--- config.mk ---
export PLATFORM = sky130hd
export DESIGN_NAME = fifo_rr_scheduler
export DESIGN_NICKNAME = d
export VERILOG_FILES = /design/src/rtl/fifo_rr_scheduler.sv
export SDC_FILE = /design/constraint.sdc
export NUM_CORES = 1
export LEC_CHECK = 0
export CAP_MARGIN = 5
export CORE_MARGIN = 1
export CORE_UTILIZATION = 38
export DETAILED_ROUTE_END_ITERATION = 6
export GPL_TIMING_DRIVEN = 0
export PLACE_DENSITY = 0.84
export SLEW_MARGIN = 20
export SYNTH_ARGS = -nofsm -noshare
export SYNTH_HDL_FRONTEND = slang
export SYNTH_SLANG_ARGS = --single-unit
--- constraint.sdc ---
create_clock -name clk -period 1.6 [get_ports clk]
set_input_delay 0.16 -clock clk [delete_from_list [all_inputs] [get_ports clk]]
set_output_delay 0.16 -clock clk [all_outputs]
set_load 0.05 [all_outputs]
--- src/rtl/fifo_rr_scheduler.sv ---
// fifo_rr_scheduler: four-channel FIFO drain scheduler with a round-robin grant,
// one-cycle FIFO read latency and a valid/ready output stage.
// Optional feature: define AF_PRIORITY_EN to let almost-full channels pre-empt
// the round-robin order (lowest index wins); the pointer still advances past
// whichever channel was granted.
module fifo_rr_scheduler #(
    parameter int DATA_WIDTH = 12,
    parameter int CNT_WIDTH  = 16
) (
    input  logic                    clk,
    input  logic                    Reset,
    input  logic                    Enable,
    input  logic [3:0]              fifo_empty,
    input  logic [3:0]              fifo_almost_full,
    input  logic [4*DATA_WIDTH-1:0] fifo_data,
    output logic [3:0]              read_enable,
    input  logic                    out_ready,
    output logic                    out_valid,
    output logic [DATA_WIDTH-1:0]   out_data,
    output logic [1:0]              out_channel,
    output logic [CNT_WIDTH-1:0]    xfer_count
);

    typedef enum logic [1:0] {
        IDLE    = 2'd0,
        READ    = 2'd1,
        CAPTURE = 2'd2,
        HOLD    = 2'd3
    } state_t;

    state_t                r_state,       w_state_nxt;
    logic [1:0]            r_rr_ptr,      w_rr_ptr_nxt;
    logic [1:0]            r_grant,       w_grant_nxt;
    logic                  r_out_valid,   w_out_valid_nxt;
    logic [DATA_WIDTH-1:0] r_out_data,    w_out_data_nxt;
    logic [1:0]            r_out_channel, w_out_channel_nxt;
    logic [CNT_WIDTH-1:0]  r_xfer_count,  w_xfer_count_nxt;

    logic [1:0]            w_idx;
    logic [1:0]            w_rr_grant;
    logic                  w_rr_found;
    logic [1:0]            w_sel_grant;

    // Round-robin search: first non-empty channel starting at the pointer
    always_comb begin
        w_idx      = '0;
        w_rr_grant = r_rr_ptr;
        w_rr_found = 1'b0;
        for (int unsigned i = 0; i < 4; i++) begin
            w_idx = r_rr_ptr + 2'(i);
            if (!w_rr_found && !fifo_empty[w_idx]) begin
                w_rr_grant = w_idx;
                w_rr_found = 1'b1;
            end
        end
    end

`ifdef AF_PRIORITY_EN
    logic [3:0] w_af_req;
    logic       w_af_found;
    logic [1:0] w_af_grant;

    // Almost-full override: lowest-index non-empty almost-full channel wins
    always_comb begin
        w_af_req   = fifo_almost_full & ~fifo_empty;
        w_af_found = 1'b0;
        w_af_grant = '0;
        for (int unsigned i = 0; i < 4; i++) begin
            if (!w_af_found && w_af_req[i]) begin
                w_af_grant = 2'(i);
                w_af_found = 1'b1;
            end
        end
        w_sel_grant = w_af_found ? w_af_grant : w_rr_grant;
    end
`else
    logic w_unused_af;

    assign w_sel_grant = w_rr_grant;
    assign w_unused_af = ^fifo_almost_full;
`endif

    // Next-state and output decode; Enable low freezes everything and masks the strobe
    always_comb begin
        w_state_nxt       = r_state;
        w_rr_ptr_nxt      = r_rr_ptr;
        w_grant_nxt       = r_grant;
        w_out_valid_nxt   = r_out_valid;
        w_out_data_nxt    = r_out_data;
        w_out_channel_nxt = r_out_channel;
        w_xfer_count_nxt  = r_xfer_count;
        read_enable       = '0;
        if (Enable) begin
            case (r_state)
                IDLE: begin
                    if (w_rr_found) begin
                        w_grant_nxt  = w_sel_grant;
                        w_rr_ptr_nxt = w_sel_grant + 2'd1;
                        w_state_nxt  = READ;
                    end
                end
                READ: begin
                    read_enable = 4'b0001 << r_grant;
                    w_state_nxt = CAPTURE;
                end
                CAPTURE: begin
                    w_out_data_nxt    = fifo_data[int'(r_grant)*DATA_WIDTH +: DATA_WIDTH];
                    w_out_channel_nxt = r_grant;
                    w_out_valid_nxt   = 1'b1;
                    w_state_nxt       = HOLD;
                end
                HOLD: begin
                    if (out_ready) begin
                        w_out_valid_nxt  = 1'b0;
                        w_xfer_count_nxt = r_xfer_count + 1'b1;
                        w_state_nxt      = IDLE;
                    end
                end
                default: w_state_nxt = IDLE;
            endcase
        end
    end

    // State and datapath registers; reset discards any in-flight word
    always_ff @(posedge clk) begin
        if (Reset) begin
            r_state       <= IDLE;
            r_rr_ptr      <= '0;
            r_grant       <= '0;
            r_out_valid   <= 1'b0;
            r_out_data    <= '0;
            r_out_channel <= '0;
            r_xfer_count  <= '0;
        end else begin
            r_state       <= w_state_nxt;
            r_rr_ptr      <= w_rr_ptr_nxt;
            r_grant       <= w_grant_nxt;
            r_out_valid   <= w_out_valid_nxt;
            r_out_data    <= w_out_data_nxt;
            r_out_channel <= w_out_channel_nxt;
            r_xfer_count  <= w_xfer_count_nxt;
        end
    end

    assign out_valid   = r_out_valid;
    assign out_data    = r_out_data;
    assign out_channel = r_out_channel;
    assign xfer_count  = r_xfer_count;

endmodule

==> run summary <==
• 0.4328 mV — largest vdd supply drop
• 0.6194 mW — switching power summed over all nets
• 239 — cell count after synthesis
• simple AND/OR/NAND/NOR gates — largest delay contributor family on the critical path
• 2066 — vias post-DR
• 0 — endpoints failing setup
• sky130_fd_sc_hd__dfxtp_1 — Synth area leader
• 5205 sq um — area of the core region
• 0.29 ns — Clk Latency, worst-skew pair
• sky130_fd_sc_hd__dfxtp_1 — most instantiated flip-flop cell in the synthesis netlist
• 1.614 mW — total internal power
• 1.73 ns — endpoint arrival time on the critical path
• 0 — hold violation count in the final report
• sky130_fd_sc_hd__dfxtp_1, sky130_fd_sc_hd__mux4_2, sky130_fd_sc_hd__nand2_1, sky130_fd_sc_hd__a21oi_1, sky130_fd_sc_hd__nor2_1 — leading cell types by total area after synthesis
• 1.568 ns — shortest clock period the worst path allows after layout
• 26 — number of rows created at floorplan
• 0.236 — Combinational Power Share
• 0.6488 — worst relative slew slack
• 0 — MaxCap Viol Count
• 0 — ys async rst share
• 0.3520 — Synth top area share
• 0.2115 ns — Min Hold Slack
• 0.003959 ns — Fin Clk Skew
• 687.5 nW/um^2 — Pwr per Cell Area
• true — unrepaired setup endpoints after global routing
• 0.06243 — post-synthesis share of cell area spent on xor and xnor gates
• 0 — initial antenna violation count
• 2 — # H-tree levels
• 0.6378 GHz — Achievable Freq
• 0.1965 — GRT Overall Usage
• built — clock tree from TritonCTS
• sky130_fd_sc_hd__clkbuf_8 — cell at the root of the clock tree
• register to register — critical path type
• 0.325 — portion of total power attributed to the clock network
• 0.38 ns — Worst path max stage delay
• 2003 — via count of the first global-routing pass
• 95 — count of boundary I/O pins
• 0.8120 — weighted congestion at the end of routability-driven global placement
• ha_4, and3_4, nand4_4, nor4_4, xnor2_1, nor2_1 — critical-path cell list
• 0 — diodes inserted
• register — crit end category
• 76.42 um — die height
• 54.34% — synth-to-layout area growth
• 0.4043 — initial cell density of the core
• 0.9800 — period utilization
• 86 — count of port buffers added during placement
• 5.152 — vias per inst
• 0 — number of warnings printed during yosys synthesis
• 0 ns — Total Negative Setup Slacks
• 2105 sq um — cell area after technology mapping
• 0 — count of flip-flops with a built-in enable after synthesis
• simple AND/OR/NAND/NOR gates — combinational family with the most area after synthesis
• 6 — iteration count of the initial detailed-routing pass
• 0.439 — fraction of power consumed by sequential logic
• 0.1427 — multiplexer fraction of the synthesized cell area
• 0.09929 — compound-gate portion of the synthesized area
• 2 — buffer depth of the longest clock path
• 0.2774 — switching power as a share of total power
• 0 — Slew Viols, Final
• 37 — clk sinks
• 0.5260 ns — actual transition at the worst max-transition pin
• 5840 sq um — die area
• 4.223 mm — detailed-placement wirelength estimate
• 8 — Max FO, Critical Path
• 1.405 nW — Static Leakage
• 76.42 um — overall die width
• 0.2420 — simple-gate share of the synthesized area
• finished clean — result of the run
• register — sort of element at the start of the critical path
• 5 — Inserted Clock Buffers
• 0.04043 — adder-cell area share of the yosys netlist
• 0 — sum of buffers and inverters on the critical path
• 38 — Netlist cell types
• 14.25 um — wire length per cell
• 0 — total gr overflow
• 0 — count of nets left with antenna violations after detail routing
• sky130_fd_sc_hd__dfxtp_4 — worst-path cell with the longest stage delay
• 305 — synthesized netlist net count
• 8.806 sq um — average instance area after synthesis
• 37 — total of flip-flops plus latches after synthesis
• 88 — number of DRC markers in iteration 0
• 15 — maximum number of pins on one net before global-route repair
• 1.76 ns — required time reported for the critical path endpoint
• 0.03 ns — internal reg-to-reg setup slack
• 396 — nets
• 0.3520 — proportion of synthesized chip area in sequential cells
• 0.2054 — fraction of final layout cells sized beyond drive strength 1
• primary input to register — type of the most critical hold path
• 9.163 mm — wire length of the first global-routing pass
• 0 — drc violations
• 0.07 ns — clk slew on worst S/H paths
• 5.714 mm — Post-Route WL
## final timing paths
path | from | cells past startpoint | endpoint
setup reg to reg | r_state[1] | 6 | xfer_count[15]
hold / removal | Enable | 4 | out_valid
setup / recovery | r_state[1] | 6 | xfer_count[15]
hold reg to reg | out_data[5] | 2 | out_data[5]
## worst register-to-register path, delay by kind of cell (launching register included)
family                   cells  cell delay, ns
adder cells (fa/ha/maj)      1            0.14
XOR/XNOR                     1            0.14
AND/OR/NAND/NOR              4            0.77
flip-flops                   1            0.38
## metrics by stage
step	power (mW)	worst slack (ns)	util	instances	area, sq um
after CTS	2.244	0.0003212	0.6058	399	3153
after floorplan	1.306	-0.1046	-	239	2126
after global placement	1.504	-0.6149	0.5906	395	3074
after global routing	2.343	-0.04602	0.6240	401	3248
after detailed placement	1.522	-0.6561	0.5906	395	3074
final	2.233	0.03206	0.6240	401	3248
## synthesized netlist by cell type (all sizes together) (2+ instances only)
cell type / n
nand2: 43
dfxtp: 37
nor2: 28
a21oi: 21
mux4: 12
buf: 10
clkbuf: 9
inv: 8
xor2: 8
nand4: 7
xnor2: 7
ha: 6
nand3: 6
nor3: 5
o21ai: 5
and3: 4
mux2i: 3
a211oi: 2
nand3b: 2
nor4: 2
## cells by family (layout without fill, tap and decap cells)
kind of cell | after synthesis | after routing
compound gates | 35 | 35
xor+xnor | 15 | 15
fa+ha+maj | 7 | 7
flops | 37 | 37
simple gates | 103 | 103
buf+inv | 27 | 119
mux | 15 | 15
## registers in the layout, summed over array words and instances, names as in the netlist, named ones only
register / flops
out_channel: 2
out_data: 12
out_valid: 1
r_grant: 2
r_rr_ptr: 1
r_state: 2
xfer_count: 16
## layout make-up
cell class | count | area (sq um)
Fill cell | 469 | 1957
Multi-Input combinational cell | 175 | 1295
Timing Repair Buffer | 91 | 894.6
Sequential cell | 37 | 763.2
Clock buffer | 7 | 96.34
Tap cell | 70 | 87.58
Buffer | 12 | 76.32
Inverter | 8 | 30.03
Clock inverter | 1 | 5.005
## layer usage
metal,GRT usage,wire length [um],vias to the layer above
met1,0.2227,2370,974
li1,-,-,1003
met4,0.06923,136,0
met2,0.3387,2820,70
met5,0,0,-
met3,0.07066,386,19
## power by group through the flow
stage,clock network [mW],logic [mW],registers [mW]
after global routing,0.790,0.567,0.986
after floorplan,0,0.278,1.03
after CTS,0.739,0.532,0.973
after global placement,0,0.518,0.986
after detailed placement,0,0.535,0.986
final,0.725,0.526,0.981
## layout by cell type, fill, tap and decap left out, types with 3 or more instances in the layout
cell and n:
sky130_fd_sc_hd__a21oi_1 21, sky130_fd_sc_hd__o21ai_0 5, sky130_fd_sc_hd__xnor2_1 7, sky130_fd_sc_hd__nand4_1 6, sky130_fd_sc_hd__xor2_1 8, sky130_fd_sc_hd__clkdlybuf4s50_1 51, sky130_fd_sc_hd__mux4_2 12, sky130_fd_sc_hd__dlygate4sd2_1 24
sky130_fd_sc_hd__nor3_2 3, sky130_fd_sc_hd__dfxtp_1 25, sky130_fd_sc_hd__mux2i_1 3, sky130_fd_sc_hd__dlymetal6s2s_1 7, sky130_fd_sc_hd__clkbuf_1 4, sky130_fd_sc_hd__buf_4 3, sky130_fd_sc_hd__nand2_1 43, sky130_fd_sc_hd__buf_6 8
sky130_fd_sc_hd__clkbuf_8 7, sky130_fd_sc_hd__ha_1 4, sky130_fd_sc_hd__dfxtp_4 3, sky130_fd_sc_hd__buf_2 4, sky130_fd_sc_hd__nor2_1 26, sky130_fd_sc_hd__dfxtp_2 9, sky130_fd_sc_hd__nand3_1 5, sky130_fd_sc_hd__inv_1 7
## repair_timing
item | CTS | global route
endpoints found under the hold margin | 0 | 0
pin swaps | 2 | 4
setup buffers | 0 | 5
hold buffers | 0 | 0
resized for setup | 61 | 25
setup endpoints to repair | 49 | 25
Power figures use the tool's default switching activity.
